File: src/rtl/duck_round_tracker_if.sv
// -----------------------------------------------------------------------------
// duck_round_tracker_if
//
// Handshake bundle for the "bird finished" events that the firing datapath
// sends to the round tracker.
//
//   ev_valid   source -> tracker   an event is offered this cycle
//   ev_ready   tracker -> source   tracker can accept an event this cycle
//   ev_hit     source -> tracker   bird was shot (qualified by ev_valid)
//   ev_escape  source -> tracker   bird escaped (qualified by ev_valid)
//
// An event transfers on a rising clock edge where ev_valid and ev_ready are
// both high.
// -----------------------------------------------------------------------------
interface duck_round_tracker_if;

    logic ev_valid;
    logic ev_ready;
    logic ev_hit;
    logic ev_escape;

    // Event source (movement / firing logic)
    modport master (
        output ev_valid,
        output ev_hit,
        output ev_escape,
        input  ev_ready
    );

    // Event sink (round tracker)
    modport slave (
        input  ev_valid,
        input  ev_hit,
        input  ev_escape,
        output ev_ready
    );

endinterface

File: src/rtl/duck_round_tracker.sv
// -----------------------------------------------------------------------------
// duck_round_tracker
//
// Round and score keeper for the duck-hunt game. Each accepted "bird
// finished" event updates the per-round bird map and the hit/escape counts,
// then adjusts a packed-BCD score one digit per cycle, so the display logic
// can drive the seven-segment digits directly. When a round is complete the
// block either advances the round (enough hits) or raises a sticky game-over.
//
// Ports
//   clk          single clock
//   reset        asynchronous, active-high reset
//   ev           event handshake (slave side): ev_valid, ev_ready, ev_hit,
//                ev_escape
//   bird_map     1 = bird not shot yet this round, bit cleared on a hit
//   hits         hits this round
//   misses       escapes this round
//   score_bcd    packed BCD score, digit 0 in [3:0]
//   round        current round, 0-based, saturating
//   round_clear  one-cycle pulse when a round is passed
//   game_over    sticky game-over flag, cleared only by reset
//
// Event timing: an event accepted at edge N updates bird_map/hits/misses at
// N, score digit k settles at edge N+1+k, the end-of-round check happens at
// edge N+1+SCORE_DIGITS and ev_ready returns high right after that edge.
// An event with neither flag set goes straight to the check at edge N+1.
// -----------------------------------------------------------------------------
module duck_round_tracker #(
    parameter int   BIRDS_PER_ROUND = 10,
    parameter int   PASS_HITS       = 5,
    parameter int   HIT_POINTS      = 50,
    parameter int   ESCAPE_PENALTY  = 10,
    parameter int   SCORE_DIGITS    = 4,
    parameter int   ROUND_WIDTH     = 4,
    localparam int  CW              = $clog2(BIRDS_PER_ROUND + 1)
) (
    input  logic                         clk,
    input  logic                         reset,
    duck_round_tracker_if.slave          ev,
    output logic [BIRDS_PER_ROUND-1:0]   bird_map,
    output logic [CW-1:0]                hits,
    output logic [CW-1:0]                misses,
    output logic [4*SCORE_DIGITS-1:0]    score_bcd,
    output logic [ROUND_WIDTH-1:0]       round,
    output logic                         round_clear,
    output logic                         game_over
);

    localparam int SW = 4 * SCORE_DIGITS;
    localparam int DW = (SCORE_DIGITS > 1) ? $clog2(SCORE_DIGITS) : 1;

    // Convert a non-negative integer to packed BCD (elaboration time only).
    function automatic logic [SW-1:0] to_bcd(input int value);
        logic [SW-1:0] r;
        int            v;
        r = '0;
        v = value;
        for (int k = 0; k < SCORE_DIGITS; k++) begin
            r[4*k +: 4] = 4'(v % 10);
            v           = v / 10;
        end
        return r;
    endfunction

    // Largest representable BCD score, used when an add overflows.
    function automatic logic [SW-1:0] all_nines();
        logic [SW-1:0] r;
        r = '0;
        for (int k = 0; k < SCORE_DIGITS; k++) begin
            r[4*k +: 4] = 4'd9;
        end
        return r;
    endfunction

    localparam logic [SW-1:0]          HIT_BCD   = to_bcd(HIT_POINTS);
    localparam logic [SW-1:0]          PEN_BCD   = to_bcd(ESCAPE_PENALTY);
    localparam logic [SW-1:0]          NINES_BCD = all_nines();
    localparam logic [DW-1:0]          LAST_DIG  = DW'(SCORE_DIGITS - 1);
    localparam logic [CW-1:0]          BIRDS_C   = CW'(BIRDS_PER_ROUND);
    localparam logic [CW-1:0]          PASS_C    = CW'(PASS_HITS);
    localparam logic [ROUND_WIDTH-1:0] ROUND_MAX = '1;

    typedef enum logic [1:0] {
        S_IDLE  = 2'd0,
        S_SCORE = 2'd1,
        S_CHECK = 2'd2,
        S_OVER  = 2'd3
    } state_t;

    typedef enum logic [1:0] {
        OP_ADD = 2'd0,
        OP_SUB = 2'd1,
        OP_CLR = 2'd2
    } op_t;

    state_t                       state_r;
    state_t                       state_next_s;
    op_t                          op_r;
    logic [SW-1:0]                op_bcd_r;
    logic [DW-1:0]                dig_r;
    logic                         carry_r;
    logic                         ev_ready_r;
    logic [BIRDS_PER_ROUND-1:0]   bird_map_r;
    logic [CW-1:0]                hits_r;
    logic [CW-1:0]                misses_r;
    logic [SW-1:0]                score_bcd_r;
    logic [ROUND_WIDTH-1:0]       round_r;
    logic                         round_clear_r;
    logic                         game_over_r;

    logic                         accept_s;
    logic [CW-1:0]                hm_idx_s;
    logic                         round_full_s;
    logic                         round_pass_s;
    logic [BIRDS_PER_ROUND-1:0]   bird_map_hit_s;
    logic [3:0]                   digit_a_s;
    logic [3:0]                   digit_b_s;
    logic [4:0]                   add_sum_s;
    logic [4:0]                   sub_rhs_s;
    logic [4:0]                   digit_tmp_s;
    logic [3:0]                   digit_res_s;
    logic                         carry_out_s;
    logic [SW-1:0]                score_merge_s;
    logic [SW-1:0]                score_next_s;

    // Round bookkeeping: next bird slot, round completion and pass decision.
    always_comb begin
        hm_idx_s       = hits_r + misses_r;
        round_full_s   = (hm_idx_s == BIRDS_C);
        round_pass_s   = (hits_r >= PASS_C);
        bird_map_hit_s = bird_map_r;
        // The bird that just finished is the next unused slot of the round.
        for (int k = 0; k < BIRDS_PER_ROUND; k++) begin
            bird_map_hit_s[k] = (hm_idx_s == CW'(k)) ? 1'b0 : bird_map_r[k];
        end
    end

    // Serial BCD adder/subtractor for the digit selected by dig_r.
    always_comb begin
        digit_a_s = 4'd0;
        digit_b_s = 4'd0;
        for (int k = 0; k < SCORE_DIGITS; k++) begin
            digit_a_s = (dig_r == DW'(k)) ? score_bcd_r[4*k +: 4] : digit_a_s;
            digit_b_s = (dig_r == DW'(k)) ? op_bcd_r[4*k +: 4]    : digit_b_s;
        end

        add_sum_s = {1'b0, digit_a_s} + {1'b0, digit_b_s} + {4'd0, carry_r};
        sub_rhs_s = {1'b0, digit_b_s} + {4'd0, carry_r};

        case (op_r)
            OP_ADD: begin
                if (add_sum_s > 5'd9) begin
                    digit_tmp_s = add_sum_s - 5'd10;
                    carry_out_s = 1'b1;
                end else begin
                    digit_tmp_s = add_sum_s;
                    carry_out_s = 1'b0;
                end
            end
            OP_SUB: begin
                if ({1'b0, digit_a_s} < sub_rhs_s) begin
                    digit_tmp_s = {1'b0, digit_a_s} + 5'd10 - sub_rhs_s;
                    carry_out_s = 1'b1;
                end else begin
                    digit_tmp_s = {1'b0, digit_a_s} - sub_rhs_s;
                    carry_out_s = 1'b0;
                end
            end
            default: begin
                digit_tmp_s = 5'd0;
                carry_out_s = 1'b0;
            end
        endcase
        digit_res_s = digit_tmp_s[3:0];

        score_merge_s = score_bcd_r;
        for (int k = 0; k < SCORE_DIGITS; k++) begin
            score_merge_s[4*k +: 4] = (dig_r == DW'(k)) ? digit_res_s
                                                         : score_bcd_r[4*k +: 4];
        end

        // A carry out of the top digit means the score overflowed: pin it
        // at all nines. A clear op zeroes everything on its first cycle and
        // the remaining cycles just rewrite zeros.
        case (op_r)
            OP_CLR:  score_next_s = '0;
            OP_ADD:  score_next_s = ((dig_r == LAST_DIG) && carry_out_s) ? NINES_BCD
                                                                          : score_merge_s;
            default: score_next_s = score_merge_s;
        endcase
    end

    // Next-state logic of the event / score / check sequencer.
    always_comb begin
        state_next_s = state_r;
        accept_s     = 1'b0;
        case (state_r)
            S_IDLE: begin
                if (ev.ev_valid) begin
                    accept_s = 1'b1;
                    if (ev.ev_escape || ev.ev_hit) begin
                        state_next_s = S_SCORE;
                    end else begin
                        state_next_s = S_CHECK;
                    end
                end else begin
                    state_next_s = S_IDLE;
                end
            end
            S_SCORE: begin
                if (dig_r == LAST_DIG) begin
                    state_next_s = S_CHECK;
                end else begin
                    state_next_s = S_SCORE;
                end
            end
            S_CHECK: begin
                if (round_full_s && !round_pass_s) begin
                    state_next_s = S_OVER;
                end else begin
                    state_next_s = S_IDLE;
                end
            end
            S_OVER:  state_next_s = S_OVER;
            default: state_next_s = S_IDLE;
        endcase
    end

    // Sequencer state register; ev_ready is registered from the next state.
    always_ff @(posedge clk or posedge reset) begin
        if (reset) begin
            state_r    <= S_IDLE;
            ev_ready_r <= 1'b1;
        end else begin
            state_r    <= state_next_s;
            ev_ready_r <= (state_next_s == S_IDLE);
        end
    end

    // Round, count, bird-map and score registers.
    always_ff @(posedge clk or posedge reset) begin
        if (reset) begin
            op_r          <= OP_ADD;
            op_bcd_r      <= '0;
            dig_r         <= '0;
            carry_r       <= 1'b0;
            bird_map_r    <= '1;
            hits_r        <= '0;
            misses_r      <= '0;
            score_bcd_r   <= '0;
            round_r       <= '0;
            round_clear_r <= 1'b0;
            game_over_r   <= 1'b0;
        end else begin
            round_clear_r <= 1'b0;
            case (state_r)
                S_IDLE: begin
                    dig_r   <= '0;
                    carry_r <= 1'b0;
                    if (accept_s) begin
                        // Escape wins when both flags are set.
                        if (ev.ev_escape) begin
                            misses_r <= misses_r + CW'(1);
                            op_bcd_r <= PEN_BCD;
                            // Score floors at zero: packed BCD orders like binary.
                            op_r     <= (score_bcd_r < PEN_BCD) ? OP_CLR : OP_SUB;
                        end else if (ev.ev_hit) begin
                            hits_r     <= hits_r + CW'(1);
                            bird_map_r <= bird_map_hit_s;
                            op_bcd_r   <= HIT_BCD;
                            op_r       <= OP_ADD;
                        end else begin
                            op_r <= op_r;
                        end
                    end else begin
                        op_r <= op_r;
                    end
                end
                S_SCORE: begin
                    score_bcd_r <= score_next_s;
                    carry_r     <= carry_out_s;
                    dig_r       <= (dig_r == LAST_DIG) ? '0 : dig_r + DW'(1);
                end
                S_CHECK: begin
                    if (round_full_s && round_pass_s) begin
                        bird_map_r    <= '1;
                        hits_r        <= '0;
                        misses_r      <= '0;
                        round_r       <= (round_r == ROUND_MAX) ? round_r
                                                                : round_r + ROUND_WIDTH'(1);
                        round_clear_r <= 1'b1;
                    end else if (round_full_s) begin
                        game_over_r <= 1'b1;
                    end else begin
                        game_over_r <= game_over_r;
                    end
                end
                default: begin
                    game_over_r <= game_over_r;
                end
            endcase
        end
    end

    assign ev.ev_ready   = ev_ready_r;
    assign bird_map      = bird_map_r;
    assign hits          = hits_r;
    assign misses        = misses_r;
    assign score_bcd     = score_bcd_r;
    assign round         = round_r;
    assign round_clear   = round_clear_r;
    assign game_over     = game_over_r;

endmodule

File: src/flat_wrapper.sv
// flat-port wrapper written by rule: the top's interface ports become plain ports
module duck_round_tracker_flat 
#(
    parameter int   BIRDS_PER_ROUND = 10,
    parameter int   PASS_HITS       = 5,
    parameter int   HIT_POINTS      = 50,
    parameter int   ESCAPE_PENALTY  = 10,
    parameter int   SCORE_DIGITS    = 4,
    parameter int   ROUND_WIDTH     = 4,
    localparam int  CW              = $clog2(BIRDS_PER_ROUND + 1)
)
  (clk, reset, bird_map, hits, misses, score_bcd, round, round_clear, game_over, ev_ev_valid, ev_ev_hit, ev_ev_escape, ev_ev_ready);
  duck_round_tracker_if ev_i ();
  input  logic clk;
  input  logic reset;
  output logic [BIRDS_PER_ROUND-1:0] bird_map;
  output logic [CW-1:0] hits;
  output logic [CW-1:0] misses;
  output logic [4*SCORE_DIGITS-1:0] score_bcd;
  output logic [ROUND_WIDTH-1:0] round;
  output logic round_clear;
  output logic game_over;
  input wire logic [$bits(ev_i.ev_valid)-1:0] ev_ev_valid;
  input wire logic [$bits(ev_i.ev_hit)-1:0] ev_ev_hit;
  input wire logic [$bits(ev_i.ev_escape)-1:0] ev_ev_escape;
  output wire logic [$bits(ev_i.ev_ready)-1:0] ev_ev_ready;
  assign ev_i.ev_valid = ev_ev_valid;
  assign ev_i.ev_hit = ev_ev_hit;
  assign ev_i.ev_escape = ev_ev_escape;
  assign ev_ev_ready = ev_i.ev_ready;
  duck_round_tracker #(.BIRDS_PER_ROUND(BIRDS_PER_ROUND), .PASS_HITS(PASS_HITS), .HIT_POINTS(HIT_POINTS), .ESCAPE_PENALTY(ESCAPE_PENALTY), .SCORE_DIGITS(SCORE_DIGITS), .ROUND_WIDTH(ROUND_WIDTH)) u_core (.clk(clk), .reset(reset), .ev(ev_i), .bird_map(bird_map), .hits(hits), .misses(misses), .score_bcd(score_bcd), .round(round), .round_clear(round_clear), .game_over(game_over));
endmodule
File: config.mk
export PLATFORM = sky130hd
export DESIGN_NAME = duck_round_tracker_flat
export DESIGN_NICKNAME = d
export VERILOG_FILES = /design/src/rtl/duck_round_tracker_if.sv /design/src/rtl/duck_round_tracker.sv /design/src/flat_wrapper.sv
export SDC_FILE = /design/constraint.sdc
export NUM_CORES = 1
export LEC_CHECK = 0
export CAP_MARGIN = 20
export CORE_MARGIN = 2
export CORE_UTILIZATION = 55
export CTS_BUF_LIST = sky130_fd_sc_hd__clkbuf_4
export DETAILED_ROUTE_END_ITERATION = 8
export DONT_BUFFER_PORTS = 1
export GPL_ROUTABILITY_DRIVEN = 0
export PLACE_DENSITY = 0.73
export SYNTH_ARGS = -nofsm -noshare
export SYNTH_HDL_FRONTEND = slang
export SYNTH_SLANG_ARGS = --single-unit
export TNS_END_PERCENT = 100
File: constraint.sdc
create_clock -name clk -period 4.07 [get_ports clk]
set_input_delay 0.407 -clock clk [delete_from_list [all_inputs] [get_ports clk]]
set_output_delay 0.407 -clock clk [all_outputs]
set_load 0.005 [all_outputs]
==> impl_metrics.tcl <==
set metrics [dict create \
    status "completed" \
    ys.flop_type "dfrtp_1" \
    die_area_mm2 0.00638 \
    synth_compound_area_frac 0.226 \
    fin_tns_setup_ns 0 \
    area_growth_pct 10.6 \
    setup_viol 0 \
    die_h_um 79.9 \
    vias 2683 \
    post-route-drc-count 0 \
    antenna_found_initial 0 \
    synth_top_family_by_area "compound AO/OA/AOI/OAI gates" \
    critPathKind "reg2reg" \
    max_freq_mhz 255 \
    synth_edf_count 0 \
    die_w_um 79.9 \
    ys_top_cells_by_area "dfrtp_1, dfstp_2, ha_1" \
    nets 383 \
    clkTransAtPathRegs_ns 0.16 \
    ir_drop_mv 0.476 \
    skew_ns 0.0256 \
    clk_latency_ns 0.38 \
    slowest_delay_ns 0.48 \
    port_buffers 0 \
    first_pass_iters 4 \
    first_iter_violations 178 \
    rows 27 \
    cts.sinks 50 \
    period_share 0.962 \
    syn-num-nets 371 \
    wl_met3_um 506 \
    clk_path_buf_depth 2 \
    slew_violations 0 \
    cp_max_fo 5 \
    final_common_cell "dfrtp_1" \
    syn_area_per_cell_um2 9.32 \
    synth.top_cell.area_share 0.308 \
    drive_above_1_share 0.184 \
    synth_cells 340 \
    cts-root-buf "clkbuf_4" \
    grt_pass1_wl_mm 12.3 \
    htreeDepth 2 \
    wl_met2_mm 3.52 \
    reg2regPathDepth 20 \
    fillers 490 \
    rrSetupSlack_ns 0.16 \
    cts_tree "done" \
    crit_arrival_ns 4.25 \
    cp-end-kind "flop" \
    synthesis.area_mm2 0.00317 \
    start_util 0.572 \
    synthAdderAreaFrac 0.112 \
    finalHoldViolCount 0 \
    path_cells "inv_2 > ha_2 > and3_1 > a21oi_2 > nor2_1 > a21oi_1 > nor2_1 > a21oi_2 > fa_2 > inv_1 > ha_4 > xor2_4 > ha_2 > nand2b_1 > a22o_1 > a311o_1 > a31oi_1 > o21ai_2 > a2111oi_4 > a22o_1" \
    grt_usage 0.245 \
    synth_mux_area_frac 0.00671 \
    synthArstFlopShare 1.00 \
    coreArea_mm2 0.00554 \
    fin_area_mm2 0.00350 \
    gr-total-overflow 0 \
    antenna_cells 0 \
    p_leak_nw 1.53 \
    synthXorXnorAreaFrac 0.0359 \
    placed_area_mm2 0.00328 \
    power_mw 3.00 \
    period_needed_ns 3.91 \
    grt_max_degree 51 \
    wirelength_mm 7.44 \
    fin_util 0.632 \
    final_cell_mix "dfrtp_1, nand2_1, nor2_1, inv_1" \
    yosys_warnings 0 \
    crit_end "u_core.score_bcd[1]$_DFFE_PP0P_" \
    synth_cell_types 60 \
    hold_path_class "in2reg" \
    detail_route.wl_per_cell_um 17.5 \
    yosys.area.top_type "dfrtp_1" \
    ant_nets 0 \
    ys_seq_area_frac 0.399 \
    synthSimpleGateAreaFrac 0.171 \
    cts_buffers 5 \
    via_per_inst 6.31 \
    cp_data_required_time_ns 4.40 \
    r2r-end "u_core.score_bcd[1]$_DFFE_PP0P_" \
    highest_layer "met4" \
    tightest_slew_ns 0.659 \
    worst_setup_path_start_kind "flop" \
    crit_path_top_delay_cell "dfrtp_2" \
    timing.rr.start "u_core.dig_r[0]$_DFFE_PP0P_" \
    yosys_register_bits 50 \
    slew_headroom 0.558 \
    p_per_area_mw_per_mm2 857 \
    dp_hpwl_mm 5.39 \
    wl_met1_mm 3.23 \
    crit_path_start "u_core.dig_r[0]$_DFFE_PP0P_" \
    io_pins 46 \
    cap_violations 0 \
    grt_pass1_vias 2618 \
]
sequential cells by signal (all words and copies together) (netlist names), 2 cells and up:
| name | flops |
|---|---|
| u_core.score_bcd | 16 |
| u_core.bird_map | 10 |
| u_core.hits | 4 |
| u_core.misses | 4 |
| u_core.round | 4 |
| u_core.dig_r | 2 |
| u_core.op_bcd_r | 2 |
| u_core.op_r | 2 |
| u_core.state_r | 2 |
area by class of cell:
cell class	count	area [um2]	share of cell area
Clock inverter	3	16.3	0.00464
Sequential cell	50	1270	0.361
Multi-Input combinational cell	250	1840	0.525
Tap cell	72	90.1	0.0257
Timing Repair Buffer	19	158	0.0450
Inverter	26	97.6	0.0279
Clock buffer	5	37.5	0.0107
what timing repair did:
item | CTS | global route
endpoints found under the hold margin | 0 | 14
pin swaps | 0 | 9
setup buffers | 0 | 6
setup endpoints to repair | 4 | 17
hold buffers | 0 | 1
gates resized for setup | 1 | 21
worst min path at each step:
stage / from / end / slack (ns) / cells after the start
finish: ev_ev_valid / u_core.ev.ev_ready$_DFF_PP1_ / 0.18 / 2
global route: ev_ev_valid / u_core.ev.ev_ready$_DFF_PP1_ / 0.17 / 2
CTS: reset / u_core.score_bcd[4]$_DFFE_PP0P_ / 0.16 / 1
detailed placement: u_core.op_bcd_r[4]$_DFFE_PP0P_ / u_core.op_bcd_r[4]$_DFFE_PP0P_ / 0.46 / 1
global placement: u_core.op_bcd_r[4]$_DFFE_PP0P_ / u_core.op_bcd_r[4]$_DFFE_PP0P_ / 0.46 / 1
floorplan: u_core.op_bcd_r[4]$_DFFE_PP0P_ / u_core.op_bcd_r[4]$_DFFE_PP0P_ / 0.44 / 1
critical path: cells and delay by family (launching register included):
kind | cells | cell delay (ns)
simple gates | 4 | 0.48
xor+xnor | 1 | 0.19
fa+ha+maj | 4 | 0.87
flops | 1 | 0.48
compound gates | 9 | 1.68
buf+inv | 2 | 0.17
per-layer routing:
metal / vias to the layer above / global-route usage
li1: 1242 / -
met4: 0 / 0.0966
met3: 23 / 0.0498
met2: 111 / 0.391
met1: 1307 / 0.326
met5: - / 0
stage by stage:
stage / setup slack (ns) / hold WS [ns] / std cells
floorplan: 0.0244 / 0.440 / 340
global placement: 0.119 / 0.455 / 409
detailed placement: -0.00991 / 0.464 / 409
CTS: 0.0373 / 0.165 / 417
global route: -0.0445 / 0.171 / 425
finish: 0.156 / 0.178 / 425
synthesized netlist by cell type (2+ instances only):
cell	instances
nand2_1	35
dfrtp_1	39
nor4_1	3
clkbuf_1	11
a21oi_1	21
a22o_1	4
nand4_1	2
buf_2	3
o41ai_1	10
nand3_1	7
nand2b_1	7
o21ai_0	20
a32o_1	2
and3_1	3
o2bb2ai_1	3
nor2b_1	5
inv_1	25
nor3_1	4
nor2_1	27
or2_2	5
o21ai_1	2
a221o_1	4
o31ai_1	2
a31oi_1	3
ha_1	22
fa_1	4
o32ai_1	2
a211oi_1	2
xor2_1	5
a22oi_1	3
xnor2_1	8
a21o_1	6
nand3b_1	4
dfstp_2	11
cell families (layout without fill, tap and decap cells):
logic type      after synthesis  in the layout
compound gates               98             98
xor+xnor                     13             13
fa+ha+maj                    26             26
buf+inv                      40             53
flops                        50             50
mux                           2              2
simple gates                111            111
power breakdown:
group / internal, mW / total (mW) / switching [mW] / leakage [nW]
Sequential: 0.687 / 0.938 / 0.251 / 0.612
Combinational: 0.768 / 1.84 / 1.07 / 0.891
Clock: 0.0650 / 0.225 / 0.160 / 0.0303
Total: 1.52 / 3.00 / 1.48 / 1.53
Power figures use the tool's default switching activity.
==> patch 1, RTL diff (config.mk and constraints unchanged) <==
Re-encode `state_t` (4 states) as one-hot, 4 bits wide.
--- a/src/rtl/duck_round_tracker.sv
+++ b/src/rtl/duck_round_tracker.sv
@@ -82,7 +82,7 @@
 
-    typedef enum logic [1:0] {
-        S_IDLE  = 2'd0,
-        S_SCORE = 2'd1,
-        S_CHECK = 2'd2,
-        S_OVER  = 2'd3
+    typedef enum logic [3:0] {
+        S_IDLE  = 4'b0001,
+        S_SCORE = 4'b0010,
+        S_CHECK = 4'b0100,
+        S_OVER  = 4'b1000
     } state_t;
Check against the original RTL: same outputs for any inputs over 10 cycles, from zero or initial values and one cycle with reset high; not proved beyond that.
==> patch 1 against the unedited design <==
- sequential share of layout area increased by 1.7 points
- total power decreased by 17%
- combinational power decreased by 26%
- final area decreased by 0.82%
- sequential cell count increased by 2
- wire length decreased by 2.6%
- setup slack improved by 0.092 ns
- synthesized cell count decreased by 2.6%
- critical path depth unchanged
- global-route usage decreased by 0.37 points
- area after synthesis increased by 2.0%
- via count decreased by 6.8%
- core utilization decreased by 0.90 points
- critical path type unchanged
- critical endpoint is now u_core.score_bcd[14]
==> patch 1: results (changes against the unedited design) <==
Run status
The flow ran to the end, and the final reports show no timing, DRC or antenna violations.

Detailed routing
The overall routed net length came to 7250 um (-2.6%). The met2 routed wirelength was 3380 um (-4.2%). The wire length on met1 is 3280 um (+1.8%).

The number of DRC markers after the initial detailed-route iteration is 291 (+63%). The via count normalized by instance count is 6.11 (-3.1%).

Timing
The relative slew slack came to 47.7% (-8.1 points). The final clock skew is 0.0115 ns (-0.0141 ns). The worst hold slack across all endpoints is 0.0813 ns (-0.0964 ns).

Critical path
The critical path arrival is 4.08 ns (-0.17 ns). The delay contributed by the slowest stage of the critical path is 0.46 ns (-0.02 ns). The cell with the largest stage delay on the worst path is sky130_fd_sc_hd__dfrtp_1. The worst reg-to-reg setup slack is 0.25 ns (+0.09 ns).

The maximum fanout count along the critical path was 7 (+2). The reg-to-reg critical path endpoint is u_core.score_bcd[14].

CTS
The number of sinks on the clock net was 52 (+4.0%). The source-to-sink clock delay at the later pin of the worst-skew pair was 0.36 ns (-0.02 ns).

Power and ir drop
The net load switching power is 1140 uW (-23%). The largest voltage drop on the vdd net is 0.000361 V (-24%). The combinational cell power was 1370 uW (-26%). The static leakage was 0.00150 uW (-2.1%). The power density over the cells was 713 nW/um^2 (-17%).

Synth
The area fraction in compound gates after synthesis is 20.8% (-1.8 points). The number of distinct library cells after synthesis is 61 (+1.7%). The post-synthesis share of cell area spent on xor and xnor gates is 2.98% (-0.61 points).

Counting instances in the post-synthesis netlist gives the leading cell types as 40 x sky130_fd_sc_hd__dfrtp_1, 29 x sky130_fd_sc_hd__nand2_1, 25 x sky130_fd_sc_hd__nor2_1. The net count after synthesis is 362 (-2.4%).

Global route
The maximum number of pins on one net before global-route repair was 53 (+3.9%). The met1 usage in global routing was 35.3% (+2.6 points). The met3 usage is 5.06% (+0.079 points).

The wire length of the first global-routing pass is 12,000 um (-1.9%).

Placement
The worst-case setup slack after placement was 0.102 ns (+0.112 ns). The post-DP HPWL was 5410 um (+0.45%). The number of instances in the placed design is 400 (-2.2%). The cell area after placement was 3330 um^2 (+1.3%).

Finish
The count of non-CTS buffers in the layout was 12 (-7). The sequential cell area is 1320 um^2 (+4.0%). The number of nets at the end of the flow is 367 (-4.2%). The count of fill cells added during filler insertion is 471 (-3.9%).

The proportion of cell area occupied by multi-input gates is 52.1% (-0.32 points). The number of multi-input combinational cells in the layout is 243 (-2.8%).
==> patch 1: how the worst max path moves through the flow <==
stage | from | endpoint | slack (ns)
final | u_core.dig_r[0] | u_core.score_bcd[14] | 0.25
after detailed placement | u_core.dig_r[0] | u_core.score_bcd[3] | 0.10
after global placement | u_core.dig_r[1] | u_core.score_bcd[14] | 0.32
after CTS | u_core.dig_r[0] | u_core.score_bcd[14] | 0.01
after floorplan | u_core.dig_r[0] | u_core.score_bcd[2] | 0.22
after global routing | u_core.dig_r[0] | u_core.score_bcd[3] | -0.004
==> patch 1: timing repair <==
item,in CTS,in global routing
setup buffers,0,1
gates resized for setup,0,12
endpoints found under the setup margin,0,17
==> patch 1: critical path: cells and delay by family (launching register included) <==
kind | cells | cell delay [ns]
and+or+nand+nor | 4 | 0.38
DFF | 1 | 0.46
AOI/OAI and AO/OA | 7 | 1.18
buffers and inverters | 3 | 0.27
muxes | 1 | 0.27
xor gates and xnor gates | 1 | 0.18
adders and majority gates | 4 | 1.01
==> patch 2, RTL diff (same settings) <==
Without the edit above. `ROUND_WIDTH` is set to 4 in 2 places; all go to 5.
--- a/src/rtl/duck_round_tracker.sv
+++ b/src/rtl/duck_round_tracker.sv
@@ -33,3 +33,3 @@
     parameter int   SCORE_DIGITS    = 4,
-    parameter int   ROUND_WIDTH     = 4,
+    parameter int   ROUND_WIDTH     = 5,
     localparam int  CW              = $clog2(BIRDS_PER_ROUND + 1)
--- a/src/flat_wrapper.sv
+++ b/src/flat_wrapper.sv
@@ -8,3 +8,3 @@
     parameter int   SCORE_DIGITS    = 4,
-    parameter int   ROUND_WIDTH     = 4,
+    parameter int   ROUND_WIDTH     = 5,
     localparam int  CW              = $clog2(BIRDS_PER_ROUND + 1)
Ports: changed (resized round); port bits go from 46 to 47. No check against the original RTL was run, so the function may have changed too.
==> patch 2 against the unedited design <==
- final cell count decreased by 3.8%
- critical path type unchanged
- total power decreased by 8.6%
- sequential cell count increased by 1
- wire length decreased by 8.0%
- setup slack improved by 0.066 ns
- combinational power decreased by 16%
- largest power group unchanged
- final area decreased by 4.2%
- highest routed layer unchanged
- clock skew about the same
- first-iteration DRC count decreased by 11%
- area after synthesis decreased by 1.3%
==> patch 2: results (changes against the unedited design) <==
Detailed routing
The overall routed net length is 6840 um (-8.0%). The number of DRC markers after the initial detailed-route iteration came to 158 (-11%).

Run status
The flow ran to the end, and the final reports show no timing, DRC or antenna violations.

Power and ir drop
The static leakage came to 0.00155 uW (+1.2%). The fraction of power spent switching nets is 48.5% (-0.84 points). The largest voltage drop on the vdd net was 0.000374 V (-21%). The combinational cell power is 1550 uW (-16%).

The power share of the combinational group is 56.4% (-4.9 points). The power attributed to the clock group is 235 uW (+4%).

Finish
The sequential cell area is 1290 um^2 (+1.9%). The share of post-route cells with drive strength above 1 is 14.8% (-3.6 points). The number of nets at the end of the flow is 368 (-3.9%). The non-filler instance count after layout is 409 (-3.8%).

The count of fill cells added during filler insertion was 488 (-0.41%).

Placement
The cell area after placement was 3230 um^2 (-1.8%). The post-DP HPWL is 5180 um (-3.8%). The worst-case setup slack after placement is 0.115 ns (+0.125 ns).

Synth
The commonest cells after synthesis are 40 x sky130_fd_sc_hd__dfrtp_1, 30 x sky130_fd_sc_hd__nand2_1, 28 x sky130_fd_sc_hd__nor2_1. The part of the Yosys area used for sequential elements is 41.3% (+1.3 points). The synthesized netlist cell count is 328 (-3.5%).

The net count after synthesis is 360 (-3.0%).

Critical path
The critical path arrival is 4.12 ns (-0.13 ns). The number of cells on the worst reg-to-reg path was 21 (+5.0%). The reg-to-reg critical path endpoint is u_core.score_bcd[5]. The worst reg-to-reg setup slack was 0.22 ns (+0.07 ns).

Global route
The via count of the first global-routing pass was 2,325 (-11%). The overall fraction of global-route tracks in use is 23.1% (-1.4 points). The wire length of the first global-routing pass is 11,400 um (-7.1%).

Timing
The final clock skew was 0.0259 ns (+0.000358 ns). The relative slew slack is 52.7% (-3.1 points).
patch 2: changes by cell type after synthesis, sizes merged, moves of 4 or more:
cell	delta
o21ai	+8
a32o	+6
xnor2	-4
o41ai	-10
nand2	-5
patch 2: per-layer routing:
layer / GRT usage [%] / part of all wire, % / vias to the layer above
met5: 0 / 0 / -
met3: 5.20 / 5.1 / 7
met1: 33.8 / 49 / 1173
met4: 6.21 / 1.1 / 0
met2: 34.5 / 45 / 62
li1: - / - / 1188
patch 2: cells by family after synthesis:
family          count (synthesis)  share of synthesized area [%]
compound gates                 92                           20.5
xor+xnor                       12                           3.36
fa+ha+maj                      27                           11.8
buf+inv                        35                           4.28
flops                          51                           41.3
mux                             4                           1.36
simple gates                  107                           17.5
patch 2: worst max-delay path by stage:
stage,startpoint,to,slack (ns),depth (start not counted)
global placement,u_core.dig_r[0],u_core.score_bcd[2],0.30,20
finish,u_core.dig_r[0],u_core.score_bcd[5],0.22,21
global route,u_core.dig_r[0],u_core.score_bcd[5],-0.006,21
CTS,u_core.dig_r[0],u_core.score_bcd[6],0.05,20
detailed placement,u_core.dig_r[0],u_core.score_bcd[6],0.11,20
floorplan,u_core.dig_r[1],u_core.score_bcd[1],0.34,19
patch 2: layout make-up:
cell class                 instances  area share (%)
multi-input combinational        242            51.3
tap                               72            2.69
timing repair buffer              12            3.13
clock inverter                     3           0.597
clock buffer                       5            1.12
inverter                          24            2.69
sequential                        51            38.5
patch 2: timing repair:
action / 4_1_cts / 5_1_grt
hold buffers: 0 / 1
resized for setup: 0 / 6
hold endpoints to repair: 0 / 17
buffers inserted: 0 / 3
setup endpoints to repair: 0 / 11
patch 2: worst register-to-register path, cell delays in order, from the launching register on:
cell and delay, ns:
sky130_fd_sc_hd__dfrtp_1 0.46, sky130_fd_sc_hd__inv_1 0.10, sky130_fd_sc_hd__ha_1 0.17, sky130_fd_sc_hd__nand2_1 0.06
sky130_fd_sc_hd__nor2_1 0.10, sky130_fd_sc_hd__a21oi_1 0.05, sky130_fd_sc_hd__nor2_1 0.09, sky130_fd_sc_hd__a21oi_1 0.04
sky130_fd_sc_hd__nor2_1 0.12, sky130_fd_sc_hd__a21oi_2 0.06, sky130_fd_sc_hd__fa_1 0.42, sky130_fd_sc_hd__inv_1 0.07
sky130_fd_sc_hd__ha_2 0.21, sky130_fd_sc_hd__xnor2_2 0.10, sky130_fd_sc_hd__ha_2 0.22, sky130_fd_sc_hd__a22o_1 0.26
sky130_fd_sc_hd__a211oi_2 0.23, sky130_fd_sc_hd__a221oi_4 0.09, sky130_fd_sc_hd__nor4_4 0.40, sky130_fd_sc_hd__buf_4 0.20
sky130_fd_sc_hd__o31ai_1 0.08, sky130_fd_sc_hd__a32o_1 0.25
